<file path="src/rtl/seven_seg_pkg.sv">
// Shared seven-segment definitions: active-low glyphs for hex digits 0-F,
// the blank and idle patterns, and the capture FSM state encoding. The
// encoder side uses the same glyph table, through hex_to_glyph.
package seven_seg_pkg;

    // Active-low segment patterns, bit order {g,f,e,d,c,b,a}
    localparam logic [6:0] GLYPH_0 = 7'b1000000;
    localparam logic [6:0] GLYPH_1 = 7'b1111001;
    localparam logic [6:0] GLYPH_2 = 7'b0100100;
    localparam logic [6:0] GLYPH_3 = 7'b0110000;
    localparam logic [6:0] GLYPH_4 = 7'b0011001;
    localparam logic [6:0] GLYPH_5 = 7'b0010010;
    localparam logic [6:0] GLYPH_6 = 7'b0000010;
    localparam logic [6:0] GLYPH_7 = 7'b1111000;
    localparam logic [6:0] GLYPH_8 = 7'b0000000;
    localparam logic [6:0] GLYPH_9 = 7'b0010000;
    localparam logic [6:0] GLYPH_A = 7'b0001000;
    localparam logic [6:0] GLYPH_B = 7'b0000011;
    localparam logic [6:0] GLYPH_C = 7'b1000110;
    localparam logic [6:0] GLYPH_D = 7'b0100001;
    localparam logic [6:0] GLYPH_E = 7'b0000110;
    localparam logic [6:0] GLYPH_F = 7'b0001110;

    // Element i of this packed table is the glyph for hex value i
    localparam logic [15:0][6:0] GLYPHS = {
        GLYPH_F, GLYPH_E, GLYPH_D, GLYPH_C,
        GLYPH_B, GLYPH_A, GLYPH_9, GLYPH_8,
        GLYPH_7, GLYPH_6, GLYPH_5, GLYPH_4,
        GLYPH_3, GLYPH_2, GLYPH_1, GLYPH_0
    };

    // All segments off, and no anode driven
    localparam logic [6:0] SEG_BLANK = 7'b1111111;
    localparam logic [3:0] AN_IDLE   = 4'b1111;

    // Capture FSM states
    typedef enum logic [1:0] {
        ST_WAIT  = 2'd0,
        ST_TRACK = 2'd1,
        ST_HOLD  = 2'd2
    } capture_state_t;

    // Encoder-side helper: hex digit to active-low glyph
    function automatic logic [6:0] hex_to_glyph(input logic [3:0] hex);
        return GLYPHS[hex];
    endfunction

endpackage

</file>
<file path="src/rtl/seven_seg_decode.sv">
// Combinational glyph-to-hex decoder. Patterns that are not one of the
// sixteen standard glyphs, including blank, decode as invalid with hex 0.
module seven_seg_decode
    import seven_seg_pkg::*;
(
    input  logic [6:0] seg,
    output logic [3:0] hex,
    output logic       valid
);

    // Search the glyph table; the glyphs are distinct, so at most one matches
    always_comb begin
        hex   = 4'd0;
        valid = 1'b0;
        for (int i = 0; i < 16; i++) begin
            if (seg == GLYPHS[i]) begin
                hex   = 4'(i);
                valid = 1'b1;
            end
        end
    end

endmodule

</file>
<file path="src/rtl/seven_seg_capture.sv">
// Recovers the four hex digits shown on a multiplexed active-low seven-segment
// display by watching its anode and cathode pins. A digit is accepted once
// the same (anode, segments) pair has been seen STABLE_CYCLES times in a row;
// a pulse marks each completed frame of four accepted digits.
module seven_seg_capture
    import seven_seg_pkg::*;
#(
    parameter int STABLE_CYCLES  = 4,
    parameter int TIMEOUT_CYCLES = 1000000
) (
    input  logic        clk,
    input  logic        reset,
    input  logic [3:0]  an,
    input  logic [6:0]  seg,
    output logic [15:0] value,
    output logic [3:0]  digit_ok,
    output logic        frame_valid,
    output logic        multi_err,
    output logic        stale
);

    localparam logic [3:0]  STABLE_W  = 4'(STABLE_CYCLES);
    localparam logic [19:0] TIMEOUT_W = 20'(TIMEOUT_CYCLES);

    logic [3:0]     an_q;
    logic [6:0]     seg_q;
    logic           sample_active;
    logic           sample_multi;
    logic [1:0]     sample_idx;
    capture_state_t state;
    logic [1:0]     cur_idx;
    logic [6:0]     cur_seg;
    logic [3:0]     count;
    logic           same_pair;
    logic [3:0]     next_count;
    logic           accept;
    logic [3:0]     dec_hex;
    logic           dec_valid;
    logic [3:0]     seen;
    logic [3:0]     seen_next;
    logic [19:0]    timer;
    logic [19:0]    timer_next;

    seven_seg_decode u_decode (
        .seg   (seg_q),
        .hex   (dec_hex),
        .valid (dec_valid)
    );

    // Register the display pins once; every decision uses this copy
    always_ff @(posedge clk) begin
        if (reset) begin
            an_q  <= AN_IDLE;
            seg_q <= SEG_BLANK;
        end else begin
            an_q  <= an;
            seg_q <= seg;
        end
    end

    // Classify the sample as one active digit, idle, or several anodes low
    always_comb begin
        sample_active = 1'b0;
        sample_multi  = 1'b0;
        sample_idx    = 2'd0;
        case (an_q)
            4'b1110: begin sample_active = 1'b1; sample_idx = 2'd0; end
            4'b1101: begin sample_active = 1'b1; sample_idx = 2'd1; end
            4'b1011: begin sample_active = 1'b1; sample_idx = 2'd2; end
            4'b0111: begin sample_active = 1'b1; sample_idx = 2'd3; end
            AN_IDLE: sample_multi = 1'b0;
            default: sample_multi = 1'b1;
        endcase
    end

    // Compare with the pair being tracked and decide whether this edge accepts
    always_comb begin
        same_pair  = (state != ST_WAIT) && sample_active &&
                     (sample_idx == cur_idx) && (seg_q == cur_seg);
        next_count = (state == ST_TRACK && same_pair) ? count + 4'd1 : 4'd1;
        accept     = sample_active && !(state == ST_HOLD && same_pair) &&
                     (next_count == STABLE_W);
        seen_next  = seen | (4'b0001 << sample_idx);
        timer_next = accept ? 20'd0 :
                     (timer >= TIMEOUT_W) ? timer : timer + 20'd1;
    end

    // Stability FSM: a pair must repeat before it is accepted, once per run
    always_ff @(posedge clk) begin
        if (reset) begin
            state   <= ST_WAIT;
            cur_idx <= 2'd0;
            cur_seg <= SEG_BLANK;
            count   <= 4'd0;
        end else begin
            case (state)
                ST_WAIT: begin
                    if (sample_active) begin
                        cur_idx <= sample_idx;
                        cur_seg <= seg_q;
                        count   <= next_count;
                        state   <= accept ? ST_HOLD : ST_TRACK;
                    end
                end
                ST_TRACK: begin
                    if (!sample_active) begin
                        count <= 4'd0;
                        state <= ST_WAIT;
                    end else begin
                        cur_idx <= sample_idx;
                        cur_seg <= seg_q;
                        count   <= next_count;
                        state   <= accept ? ST_HOLD : ST_TRACK;
                    end
                end
                ST_HOLD: begin
                    if (!sample_active) begin
                        count <= 4'd0;
                        state <= ST_WAIT;
                    end else if (!same_pair) begin
                        cur_idx <= sample_idx;
                        cur_seg <= seg_q;
                        count   <= next_count;
                        state   <= accept ? ST_HOLD : ST_TRACK;
                    end
                end
                default: begin
                    count <= 4'd0;
                    state <= ST_WAIT;
                end
            endcase
        end
    end

    // Write accepted digits, track which positions are filled, flag frames
    always_ff @(posedge clk) begin
        if (reset) begin
            value       <= 16'd0;
            digit_ok    <= 4'd0;
            seen        <= 4'd0;
            frame_valid <= 1'b0;
        end else begin
            frame_valid <= 1'b0;
            if (accept) begin
                value[{sample_idx, 2'b00} +: 4] <= dec_valid ? dec_hex : 4'd0;
                digit_ok[sample_idx]            <= dec_valid;
                if (seen_next == 4'b1111) begin
                    seen        <= 4'd0;
                    frame_valid <= 1'b1;
                end else begin
                    seen <= seen_next;
                end
            end
        end
    end

    // Sticky error when several anodes are low at once
    always_ff @(posedge clk) begin
        if (reset) begin
            multi_err <= 1'b0;
        end else if (sample_multi) begin
            multi_err <= 1'b1;
        end
    end

    // Saturating count of cycles since the last accept; an accept always wins
    always_ff @(posedge clk) begin
        if (reset) begin
            timer <= 20'd0;
            stale <= 1'b0;
        end else begin
            timer <= timer_next;
            stale <= (timer_next >= TIMEOUT_W);
        end
    end

endmodule

</file>
<file path="config.mk">
export PLATFORM = sky130hd
export DESIGN_NAME = seven_seg_capture
export DESIGN_NICKNAME = d
export VERILOG_FILES = /design/src/rtl/seven_seg_pkg.sv /design/src/rtl/seven_seg_decode.sv /design/src/rtl/seven_seg_capture.sv
export SDC_FILE = /design/constraint.sdc
export NUM_CORES = 1
export LEC_CHECK = 0
export CAP_MARGIN = 20
export CORE_MARGIN = 2
export CORE_UTILIZATION = 52
export CTS_CLUSTER_SIZE = 24
export DETAILED_ROUTE_END_ITERATION = 12
export GPL_TIMING_DRIVEN = 1
export PLACE_DENSITY = 0.76
export SETUP_SLACK_MARGIN = 0.05
export SYNTH_ARGS = -nofsm -noshare
export SYNTH_HDL_FRONTEND = slang
export SYNTH_SLANG_ARGS = --single-unit
</file>
<file path="constraint.sdc">
create_clock -name clk -period 2.07 [get_ports clk]
set_input_delay 0.3105 -clock clk [delete_from_list [all_inputs] [get_ports clk]]
set_output_delay 0.3105 -clock clk [all_outputs]
set_load 0.01 [all_outputs]
</file>
After elaboration in Yosys (flattened, before gate mapping). Cells that the tools add are included.

Register bits after elaboration: 73. Logic and storage cells: 137. Output and inout bits: 23.

Reduce and logical (&&, ||, !) cells: 19. Muxes and demuxes: 62. Shifts and indexed selects: 3. Magnitude comparators: 4. Add/sub/neg operators: 3. Bitwise logic cells: 2. Equal/unequal tests: 31.

Operator list (count): $mux 4 (15); $ge 20x20->1 const B (2); $mux 20 (2); $eq 7x7->1 const B (4); $eq 7x5->1 const B (3); $eq 7x6->1 const B (3); $mux 7 (3); $add 20x1->20 const B (1); $eq 4x4->1 const B (5); $mux 1 (20); $mux 2 (10); $bwmux 16 (1); $shift 4x6->16 const A (1); $shiftx 4x6->16 (1); $eq 7x2->1 const B (2); $eq 7x4->1 const B (2); $pmux 7 s2 (1); $mux 3 (4); $pmux 2 s3 (2); $pmux 4 s3 (1); $eq 4x3->1 const B (2); $logic_and 1x1->1 (8); $eq 7x3->1 const B (1); $eq 7x7->1 (1); other kinds (25) (29).

Longest topological paths before layout. Gate-level depths: netlist of run 1.

Word-level depth: 20. Mapped depth: 9. Mapped depth without buffers: 8.

By module. From an unflattened synthesis of run 1, not the netlist that was laid out.

Cell total of the unflattened synthesis: 482. Area total of the unflattened synthesis: 3956.3 µm².

Modules (own cells, without submodules): seven_seg_capture (instances 1, seq. area each 1461.4 µm², area an instance 3619.7 µm², cells an instance 427); seven_seg_decode (instances 1, seq. area each 0.0 µm², area an instance 336.6 µm², cells an instance 55).

Least setup slack after synthesis of run 1. No wires, ideal clock.

Path kind: register to register. Start point: reg state[1]. End point: reg value[6]. Cell stages (with the launch flop): 9. Period minus slack after synthesis: 2.125 ns. Data arrival time: 1.986 ns. Setup slack: -0.055 ns. Buffers on the path: 1. Cells stage by stage: dfxtp_1 -> inv_1 -> ha_1 -> nor4_2 -> nand4_2 -> nor4_4 -> buf_4 -> a21o_1 -> o22ai_1.

Longest elaborated chain between the ends: 8. Elaborated cells between the ends (all ways): 13. Those cells by class: eq/ne: 3; mux: 1; reduce/logical: 9.

Ends and longest elaborated chain: start: declaration (line seven_seg_capture.sv:30) `capture_state_t state;`; start signal: assignment (line seven_seg_capture.sv:102) `state <= accept ? ST_HOLD : ST_TRACK;`; start signal: assignment (line seven_seg_capture.sv:113) `state <= accept ? ST_HOLD : ST_TRACK;`; start signal: assignment (line seven_seg_capture.sv:124) `state <= accept ? ST_HOLD : ST_TRACK;`; $reduce_bool 2->1 (line seven_seg_capture.sv:78) `same_pair = (state != ST_WAIT) && sample_active &&`; $logic_and 1x1->1 (2 in series) (line seven_seg_capture.sv:78); $logic_and 1x1->1 (line seven_seg_capture.sv:79) `(sample_idx == cur_idx) && (seg_q == cur_seg);`; $logic_and 1x1->1 (on tied branches) (line seven_seg_capture.sv:80, seven_seg_capture.sv:81); $mux 4 / $logic_not 1->1 (equally long branches) (line seven_seg_capture.sv:80, seven_seg_capture.sv:81); $eq 4x3->1 / $logic_and 1x1->1 (equally long branches) (line seven_seg_capture.sv:82, seven_seg_capture.sv:81); $logic_and 1x1->1 (*) (line seven_seg_capture.sv:81) `accept = sample_active && !(state == ST_HOLD && same_pair) &&`; end signal: indexed assignment (line seven_seg_capture.sv:145) `value[{sample_idx, 2'b00} +: 4] <= dec_valid ? dec_hex : 4'd0;`; end: declaration (line seven_seg_capture.sv:15) `output logic [15:0] value,`.

Every way passes the cells marked *; elsewhere a longest branch is shown, timed or not. A chain may end at the register's enable or synchronous reset.

Worst setup path after layout of run 1.
Start point: reg count[1]. End point: reg timer[2].

Longest elaborated chain between the ends: 5.

Ends and longest elaborated chain: start: declaration (line seven_seg_capture.sv:33) `logic [3:0] count;`; start signal: assignment (line seven_seg_capture.sv:101) `count <= next_count;`; start signal: assignment (line seven_seg_capture.sv:112) `count <= next_count;`; start signal: assignment (line seven_seg_capture.sv:123) `count <= next_count;`; $add 4x1->4 (line seven_seg_capture.sv:80) `next_count = (state == ST_TRACK && same_pair) ? count + 4'd1 : 4'd1;`; $mux 4 (line seven_seg_capture.sv:80); $eq 4x3->1 (line seven_seg_capture.sv:82) `(next_count == STABLE_W);`; $logic_and 1x1->1 (line seven_seg_capture.sv:81); $mux 20 (line seven_seg_capture.sv:84) `timer_next = accept ? 20'd0 :`; end signal: assignment (line seven_seg_capture.sv:172) `timer <= timer_next;`; end: declaration (line seven_seg_capture.sv:41) `logic [19:0] timer;`.

No other way between the ends.

==> results of run 1 <==
stage by stage:
stage	power [uW]	TNS (ns)	std cells	setup WS (ns)	utilization
detailed placement	1889	-0.2229	624	-0.03572	0.6493
CTS	2932	0	644	0.01846	0.6883
floorplan	1744	0	465	0.05414	-
global route	3074	-5.315	648	-0.1474	0.7182
global placement	1874	0	624	0.06800	0.6493
finish	2953	-1.317	648	-0.05781	0.7182
logic make-up (layout without fill, tap and decap cells):
family,count (synthesis),in the layout,share of synthesized area
and+or+nand+nor,188,188,0.2602
xor gates and xnor gates,33,33,0.07269
adders and majority gates,16,16,0.04972
muxes,11,11,0.02832
DFF,73,73,0.3675
AOI/OAI and AO/OA,93,93,0.1639
buffers and inverters,51,135,0.05758
state kept, by name, indices dropped and copies added (netlist names):
register / cells
cur_seg: 7
state: 2
multi_err: 1
seg_q: 7
digit_ok: 4
value: 16
timer: 20
frame_valid: 1
stale: 1
seen: 4
count: 4
an_q: 4
cur_idx: 2
path summary, 6_finish.rpt:
path	end	slack (ns)	cells after the start
setup reg to reg	timer[2]	-0.06	10
hold / removal	value[12]	0.34	2
hold reg to reg	multi_err	0.48	2
setup / recovery	timer[2]	-0.06	10
where the power goes:
group	internal [uW]	switching (uW)	total, uW
Sequential	1440	31.8	1470
Clock	502	552	1050
Combinational	205	225	430
Total	2140	809	2950
cell usage after synthesis, types with 2 or more instances:
| cell | n |
|---|---|
| nor3_1 | 9 |
| buf_4 | 2 |
| a22oi_1 | 3 |
| clkbuf_1 | 17 |
| nor4_1 | 7 |
| nand2_1 | 25 |
| a21oi_1 | 27 |
| buf_6 | 2 |
| xnor2_1 | 10 |
| mux2i_1 | 9 |
| o22ai_1 | 7 |
| xor2_1 | 23 |
| or3_1 | 2 |
| nand4_1 | 11 |
| buf_2 | 12 |
| o21a_1 | 5 |
| o21ai_0 | 6 |
| nand3_1 | 15 |
| nor3b_1 | 6 |
| and3b_1 | 2 |
| nand2b_1 | 2 |
| a31oi_1 | 4 |
| and2_1 | 6 |
| nor4b_1 | 3 |
| and4_1 | 4 |
| mux2_1 | 2 |
| ha_1 | 15 |
| or2_2 | 14 |
| nor2b_1 | 6 |
| nor2_1 | 57 |
| nand3b_1 | 2 |
| dfxtp_1 | 73 |
| o211ai_1 | 4 |
| or3b_2 | 2 |
| o2bb2ai_1 | 4 |
| nand4_2 | 3 |
| nand4b_1 | 5 |
| and3_1 | 3 |
| a211oi_1 | 7 |
| inv_1 | 18 |
| a21bo_2 | 8 |
repair_timing:
item	4_1_cts	5_1_grt
gates cloned	1	3
resized for setup	16	35
hold endpoints to repair	0	0
hold buffers	0	0
setup endpoints to repair	43	61
buffers inserted	3	1
pin swaps	8	25
cells in the final DEF, fill, tap and decap left out, types with 5 or more instances in the layout:
| cell | instances |
|---|---|
| dfxtp_1 | 63 |
| nor2_1 | 55 |
| buf_4 | 55 |
| clkdlybuf4s50_1 | 34 |
| nand2_1 | 24 |
| xor2_1 | 22 |
| a21oi_1 | 22 |
| inv_1 | 17 |
| nand3_1 | 15 |
| ha_1 | 14 |
| or2_2 | 13 |
| nand4_1 | 11 |
| clkbuf_8 | 11 |
| xnor2_1 | 9 |
| mux2i_1 | 9 |
| nor3_1 | 9 |
| a21bo_2 | 8 |
| dfxtp_2 | 8 |
| nor4_1 | 6 |
| o22ai_1 | 6 |
| nor3b_1 | 5 |
| nor2b_1 | 5 |
| o21ai_0 | 5 |
| nand4b_1 | 5 |
| o21a_1 | 5 |
critical path, cell delays in order (launching register included):
cell and delay [ns]:
dfxtp_2 0.35, ha_4 0.17, nor3b_2 0.17, o21bai_1 0.10, a211o_1 0.33, nor4_4 0.24, buf_6 0.18, buf_12 0.12
or2_4 0.15, clkbuf_16 0.16, nor2_1 0.04
per-layer routing:
layer,track usage,share of wire,up-vias
met5,0,0,-
met4,0.08838,0.016,0
met3,0.03983,0.041,11
met2,0.3860,0.49,108
met1,0.2828,0.45,1761
li1,-,-,1795
area by class of cell:
class                   count  share of cell area
flip-flops and latches     73              0.2809
inverters                  18             0.01283
repair buffers            101              0.1842
well taps                  99             0.02353
clock inverters             4            0.004990
multi-input cells         341              0.4641
clock buffers              12             0.02947
==> results.yml, run 1 <==
outcome:
  status: "finished with violations"
  violations: "setup timing"
detailed_routing:
  initialDrtViolationCount: 198
  vias: 3675
  wl_um: 9836
  drt-pass1-iter-count: 5
  via_per_inst: 5.671
  ant_nets: 0
  drc: 0
  wl_per_cell_um: 15.18
worst_setup_path:
  worst_setup_path_end_kind: "flop"
  critPathRequiredTime_ns: 2.32
  crit_start: "count[1]"
  cp.arrival_ns: 2.38
  cp_max_fo: 10
  r2r_start: "count[1]"
  start_kind: "flop"
  crit_type: "reg -> reg"
place:
  place_area_um2: 4760
  gp_congestion: 0.8934
  hpwlAfterDp_um: 6568
  port-buffer-count: 35
clock_tree:
  cts.clk_slew.worst_paths_ns: 0.08
  cts-root-buf: "clkbuf_8"
  h-tree-depth: 3
  clk_path_buf_depth: 2
  clock_sinks: 73
  clk_latency_ns: 0.35
  cts_tree: "done"
  cts_inserted_buffers: 9
layout:
  nets: 572
  stdcell_area_um2: 5265
  n_antenna_cell: 0
  multi_input_area_um2: 2444
  nFillCells: 514
  area_growth_pct: 32.41
  drive_above_1_share: 0.2805
  register_area_um2: 1479
synthesis:
  syn_inst: 465
  synth.distinct_cells: 64
  synth_area_per_cell_um2: 8.551
  synthTopCellsByArea: "dfxtp_1 37%, nor2_1 5.4%, xor2_1 5.1%"
  ys_seq_area_frac: 0.3675
  synthFlopType: "dfxtp_1"
  yosysWarnings: 0
  synthDominantCellAreaShare: 0.3675
  synth_edf_count: 0
  ys_ff_latch: 73
  synth_area_leader_cell: "dfxtp_1"
  syn_area_um2: 3976
  synth_nets: 493
  synthArstFlopShare: 0
global_routing:
  grt_pass1_wl_um: 15440
  antenna_found_initial: 0
  gr-usage-all-layers: 0.2264
  grt-ovfl-total: 0
  grt_pass1_vias: 3413
  grt_max_degree: 22
sta:
  setup_slack_ns: -0.05781
  final.min_clock_period_ns: 2.128
  fin_skew_ns: 0.009054
  maxSlewViolCount: 0
  hold_ws_ns: 0.3388
  min_period_over_period: 1.028
  max_freq_mhz: 470.0
  hold_viol: 0
  worstMarginPinSlew_ns: 0.3899
  rsz0062_at_grt: "true"
  slew-limit-headroom: 0.7391
  setup-violations-final: 41
floorplanning:
  row_count: 31
  dieWidth_um: 91.45
  initial_core_util: 0.5424
  ios: 36
  core_area_um2: 7331
  die_y_um: 91.45
  dieArea_um2: 8362
pwr:
  power_density_nw_per_um2: 560.9
  p_leak_uw: 0.002021
  ir_drop_v: 0.0004164
worst_hold_path:
  hold_class: "in -> reg"
  min-delay-start: "reset"
flow_run:
  maxCapViolations: 0
Note: power is estimated with default switching activity, not from simulation.
==> run 2: changes to the inputs <==
Settings changed: CTS_CLUSTER_SIZE 24 to default.
==> results of run 2 <==
Final layout, timing and power as in run 1 (identical DEF).
==> run 3: changes to the inputs <==
Settings changed: CORE_UTILIZATION 52 to 40, CTS_CLUSTER_DIAMETER from default to 30, PLACE_DENSITY 0.76 to 0.61, SKIP_CTS_REPAIR_TIMING from default to 1.
==> results.yml, run 3 (synthesized netlist as in run 1, its figures left out) <==
sta:
  max_freq_mhz: 470.7
  hold_viol: 0
  maxSlewViolCount: 0
  setup_slack_ns: -0.05463
  final.min_clock_period_ns: 2.125
  rsz0062_at_grt: "true"
  slew-limit-headroom: 0.6847
  fin_skew_ns: 0.01128
  min_period_over_period: 1.026
  worstMarginPinSlew_ns: 0.4730
  setup-violations-final: 2
  finalSetupTns_ns: -0.05632
floorplanning:
  row_count: 36
  dieWidth_um: 103.7
  die_y_um: 103.7
  ios: 36
  initial_core_util: 0.4087
  core_area_um2: 9729
  dieArea_um2: 10750
worst_hold_path:
  hold_class: "in -> reg"
flow_run:
  maxCapViolations: 0
clock_tree:
  clk_latency_ns: 0.35
  cts_inserted_buffers: 9
  h-tree-depth: 3
  cts-root-buf: "clkbuf_8"
  clk_path_buf_depth: 2
  cts_tree: "done"
  cts.clk_slew.worst_paths_ns: 0.07
  clock_sinks: 73
pwr:
  p_leak_uw: 0.001989
  ir_drop_v: 0.0002250
  power_uw: 2972
  power_density_nw_per_um2: 557.9
detailed_routing:
  drc: 0
  initialDrtViolationCount: 149
  wl_um: 9433
  drt-pass1-iter-count: 4
  ant_nets: 0
  via_per_inst: 5.222
  vias: 3535
  wl_per_cell_um: 13.93
global_routing:
  grt_pass1_wl_um: 14780
  grt_pass1_vias: 3148
  grt_max_degree: 25
  grt-ovfl-total: 0
  gr-usage-all-layers: 0.1649
  antenna_found_initial: 0
layout:
  final_cell_mix: "65 x dfxtp_1, 57 x nor2_1, 53 x buf_4"
  nFillCells: 872
  nets: 570
  finalNonFillerCells: 677
  final_core_util: 0.5475
  regMostFlops: "timer"
  n_antenna_cell: 0
  largest_reg_flops: 20
  top_regs: "timer x20, value x16"
  stdcell_area_um2: 5326
  area_growth_pct: 33.95
  drive_above_1_share: 0.2868
  final_common_cell: "dfxtp_1"
worst_setup_path:
  critPathRequiredTime_ns: 2.34
  start_kind: "flop"
  crit_type: "reg -> reg"
  worst_setup_path_end_kind: "flop"
  cp.arrival_ns: 2.40
  cp_max_fo: 7
place:
  place_area_um2: 4800
  port-buffer-count: 35
  gp_congestion: 0.8058
  hpwlAfterDp_um: 6325
  dp.cells: 656
outcome:
  status: "finished with violations"
  violations: "setup timing"
run 3: cell type report:
class	count	area, um2	area share
Clock buffer	9	123.9	0.02326
Clock inverter	4	47.55	0.008926
Inverter	18	67.56	0.01268
Multi-Input combinational cell	341	2520	0.4731
Sequential cell	73	1476	0.2772
Tap cell	133	166.4	0.03124
Timing Repair Buffer	99	924.6	0.1736
run 3: metrics by stage:
stage / hold WS (ns) / worst slack [ns]
finish: 0.3912 / -0.05463
global route: 0.4037 / -0.1754
detailed placement: 0.4535 / -0.01703
global placement: 0.4460 / 0.03593
CTS: 0.3838 / -0.05256
floorplan: 0.4143 / 0.05414
run 3: worst paths after layout:
kind | endpoint | depth (start not counted) | slack [ns] | start
worst max-delay path | state[0] | 10 | -0.05 | an_q[1]
worst min-delay path | count[1] | 2 | 0.39 | reset
worst max register to register | state[0] | 10 | -0.05 | an_q[1]
worst min register to register | seen[2] | 1 | 0.47 | seen[2]
run 3: routing by layer:
metal | vias up | GRT usage | part of all wire
met1 | 1657 | 0.2274 | 0.49
met3 | 12 | 0.04342 | 0.041
met2 | 75 | 0.2564 | 0.46
met5 | - | 0 | 0
li1 | 1791 | - | -
met4 | 0 | 0.04247 | 0.010
run 3: critical path, cell delays in order (launching register included):
cell and delay (ns):
dfxtp_2 0.34, buf_6 0.12, xor2_2 0.15, and4_1 0.21
nor3_4 0.28, nor4_4 0.10, buf_4 0.16, clkbuf_16 0.15
buf_6 0.11, or3_4 0.32, a21oi_2 0.12
run 3: power breakdown:
part	switching (uW)	total, uW	internal, uW
Clock	527	1060	533
Sequential	30.7	1470	1440
Combinational	238	444	206
Total	795	2970	2180
==> RTL edit (flow settings as in run 1) <==
Make the reset (`reset`) asynchronous in 5 clocked blocks.
--- a/src/rtl/seven_seg_capture.sv
+++ b/src/rtl/seven_seg_capture.sv
@@ -49,5 +49,5 @@
 
     // Register the display pins once; every decision uses this copy
-    always_ff @(posedge clk) begin
+    always_ff @(posedge clk or posedge reset) begin
         if (reset) begin
             an_q  <= AN_IDLE;
@@ -87,5 +87,5 @@
 
     // Stability FSM: a pair must repeat before it is accepted, once per run
-    always_ff @(posedge clk) begin
+    always_ff @(posedge clk or posedge reset) begin
         if (reset) begin
             state   <= ST_WAIT;
@@ -134,5 +134,5 @@
 
     // Write accepted digits, track which positions are filled, flag frames
-    always_ff @(posedge clk) begin
+    always_ff @(posedge clk or posedge reset) begin
         if (reset) begin
             value       <= 16'd0;
@@ -156,5 +156,5 @@
 
     // Sticky error when several anodes are low at once
-    always_ff @(posedge clk) begin
+    always_ff @(posedge clk or posedge reset) begin
         if (reset) begin
             multi_err <= 1'b0;
@@ -165,5 +165,5 @@
 
     // Saturating count of cycles since the last accept; an accept always wins
-    always_ff @(posedge clk) begin
+    always_ff @(posedge clk or posedge reset) begin
         if (reset) begin
             timer <= 20'd0;
Check against the original RTL: differs if reset is asserted again (counterexample within 4 cycles, from zero or initial values and one cycle with reset high); with reset held inactive, the same outputs for 10 cycles.
==> RTL edit against run 1 <==
- the flow still finishes with violations (setup timing)
- routed wire length increased by 17%
- synthesized cell count decreased by 18%
- power increased by 18%
- design area increased by 11%
- worst setup slack got worse by 0.34 ns
- sequential cell count unchanged
- synthesized area decreased by 2.0%
- cell count decreased by 5.2%
- critical endpoint is now stale
- highest routed layer unchanged
==> RTL edit: results (changes against run 1) <==
global_routing:
  grt_pass1_vias: 3431  # was 3,413
  grt_max_degree: 74  # was 22
  grt_use_total_pct: 24.2  # was 22.6%
  grtUsageMet2_pct: 41.2  # was 38.6%
  grt_first_pass_wirelength_microns: 16000  # was 15,400 microns
  grt.met3_usage_pct: 5.18  # was 3.98%
  use_met1_pct: 30.1  # was 28.3%
placement:
  placed_area_sq_um: 5020  # was 4760 sq um
  dp_hpwl_microns: 6290  # was 6570 microns
  gp_congestion: 0.850  # was 0.893
yosys:
  yosysMostFrequentCell: "dfrtp_1"  # was dfxtp_1
  seq_area_frac_synth_pct: 47.4  # was 36.8%
  synth_compound_area_share_pct: 11.7  # was 16.4%
  syn_nets: 411  # was 493
  synth_xor_xnor_area_share_pct: 6.52  # was 7.27%
  synth_fa_ha_area_share_pct: 5.07  # was 4.97%
  ys_types: 53  # was 64
  synthMuxAreaShare_pct: 7.77  # was 2.83%
  synthFlopType: "dfrtp_1"  # was dfxtp_1
sta:
  finClkSkew_ns: 0.0113  # was 0.00905 ns
  tightest_slew_ns: 0.665  # was 0.390 ns
  finalSetupViolCount: 60  # was 41
  worst_slack_ns: -0.398  # was -0.0578 ns
worst_setup_path:
  cp_max_fo: 4  # was 10
  arrival_ns: 2.71  # was 2.38 ns
pwr:
  internal_power_mw: 2.55  # was 2.14 mW
  peakVddDrop_mv: 0.524  # was 0.416 mV
route:
  wl_per_cell_microns: 18.8  # was 15.2 microns
  first_iter_violations: 218  # was 198
  vias_per_cell: 5.78  # was 5.67
min_path:
  hp-class: "in2reg"  # unchanged
status:
  violations: "setup timing"  # unchanged
  status: "finished, violations left"  # unchanged
final_layout:
  drive_above_1_share_pct: 45.2  # was 28.1%
  nets: 538  # was 572
RTL edit: cell count changes in the layout (fill, tap and decap cells not counted), moves of 15 or more:
cell	change
dfxtp_1	-63
dfrtp_1	+55
buf_4	+20
nor2_1	-19
a21oi_1	-18
dfstp_2	+18
xor2_1	-15
RTL edit: per-layer routing:
layer	share of wire [%]	up-vias
li1	-	1599
met1	41	1755
met2	51	148
met3	4.6	45
met4	3.5	0
met5	0	-
RTL edit: logic make-up after synthesis:
kind of cell,Yosys count
adders and majority gates,16
DFF,73
AOI/OAI and AO/OA,60
and+or+nand+nor,146
muxes,27
buffers and inverters,32
xor gates and xnor gates,29
RTL edit: final timing paths:
check,start,endpoint,slack (ns),cells after the start
setup / recovery,timer[7],stale,-0.40,8
hold / removal,seg[4],seg_q[4],0.35,1
setup reg to reg,timer[7],stale,-0.40,8
hold reg to reg,seen[1],seen[1],0.50,1
max in group asynchronous,reset,cur_seg[4],1.35,3
min in group asynchronous,reset,value[12],0.40,3
RTL edit: area by class of cell:
cell class	count	area share (%)
Clock inverter	6	1.58
Timing Repair Buffer	128	19.3
Sequential cell	73	31.6
Clock buffer	10	2.18
Tap cell	99	2.12
Inverter	19	1.33
Multi-Input combinational cell	279	41.9
RTL edit: critical path, cell delays in order (launching register included):
cell	delay (ns)
dfrtp_1	0.39
or3_4	0.39
a2111o_1	0.43
buf_4	0.19
a21o_1	0.20
buf_4	0.16
o32ai_2	0.28
a211oi_2	0.11
o211a_1	0.20
RTL edit: power by group through the flow:
stage                     logic [mW]  clock network [mW]  registers, mW
after floorplan                0.290                   0           1.60
after global placement         0.470                   0           1.59
after detailed placement       0.489                   0           1.60
after CTS                      0.564                1.25           1.57
after global routing           0.702                1.32           1.59
final                          0.654                1.24           1.58
RTL edit: per-stage QoR:
step	cells	TNS [ns]	setup slack (ns)	hold slack, ns
finish	614	-10.42	-0.398	0.353
global route	614	-14.25	-0.459	0.354
CTS	605	-3.30	-0.364	0.348
detailed placement	576	-5.40	-0.439	0.446
global placement	576	-3.30	-0.361	0.439
floorplan	383	-3.59	-0.421	0.315
RTL edit: repair_timing:
item,CTS,global route
endpoints found under the setup margin,59,61
buffers inserted,10,9
gates resized for setup,69,42
gates cloned,3,0
pin swaps,20,26
hold buffers,0,0
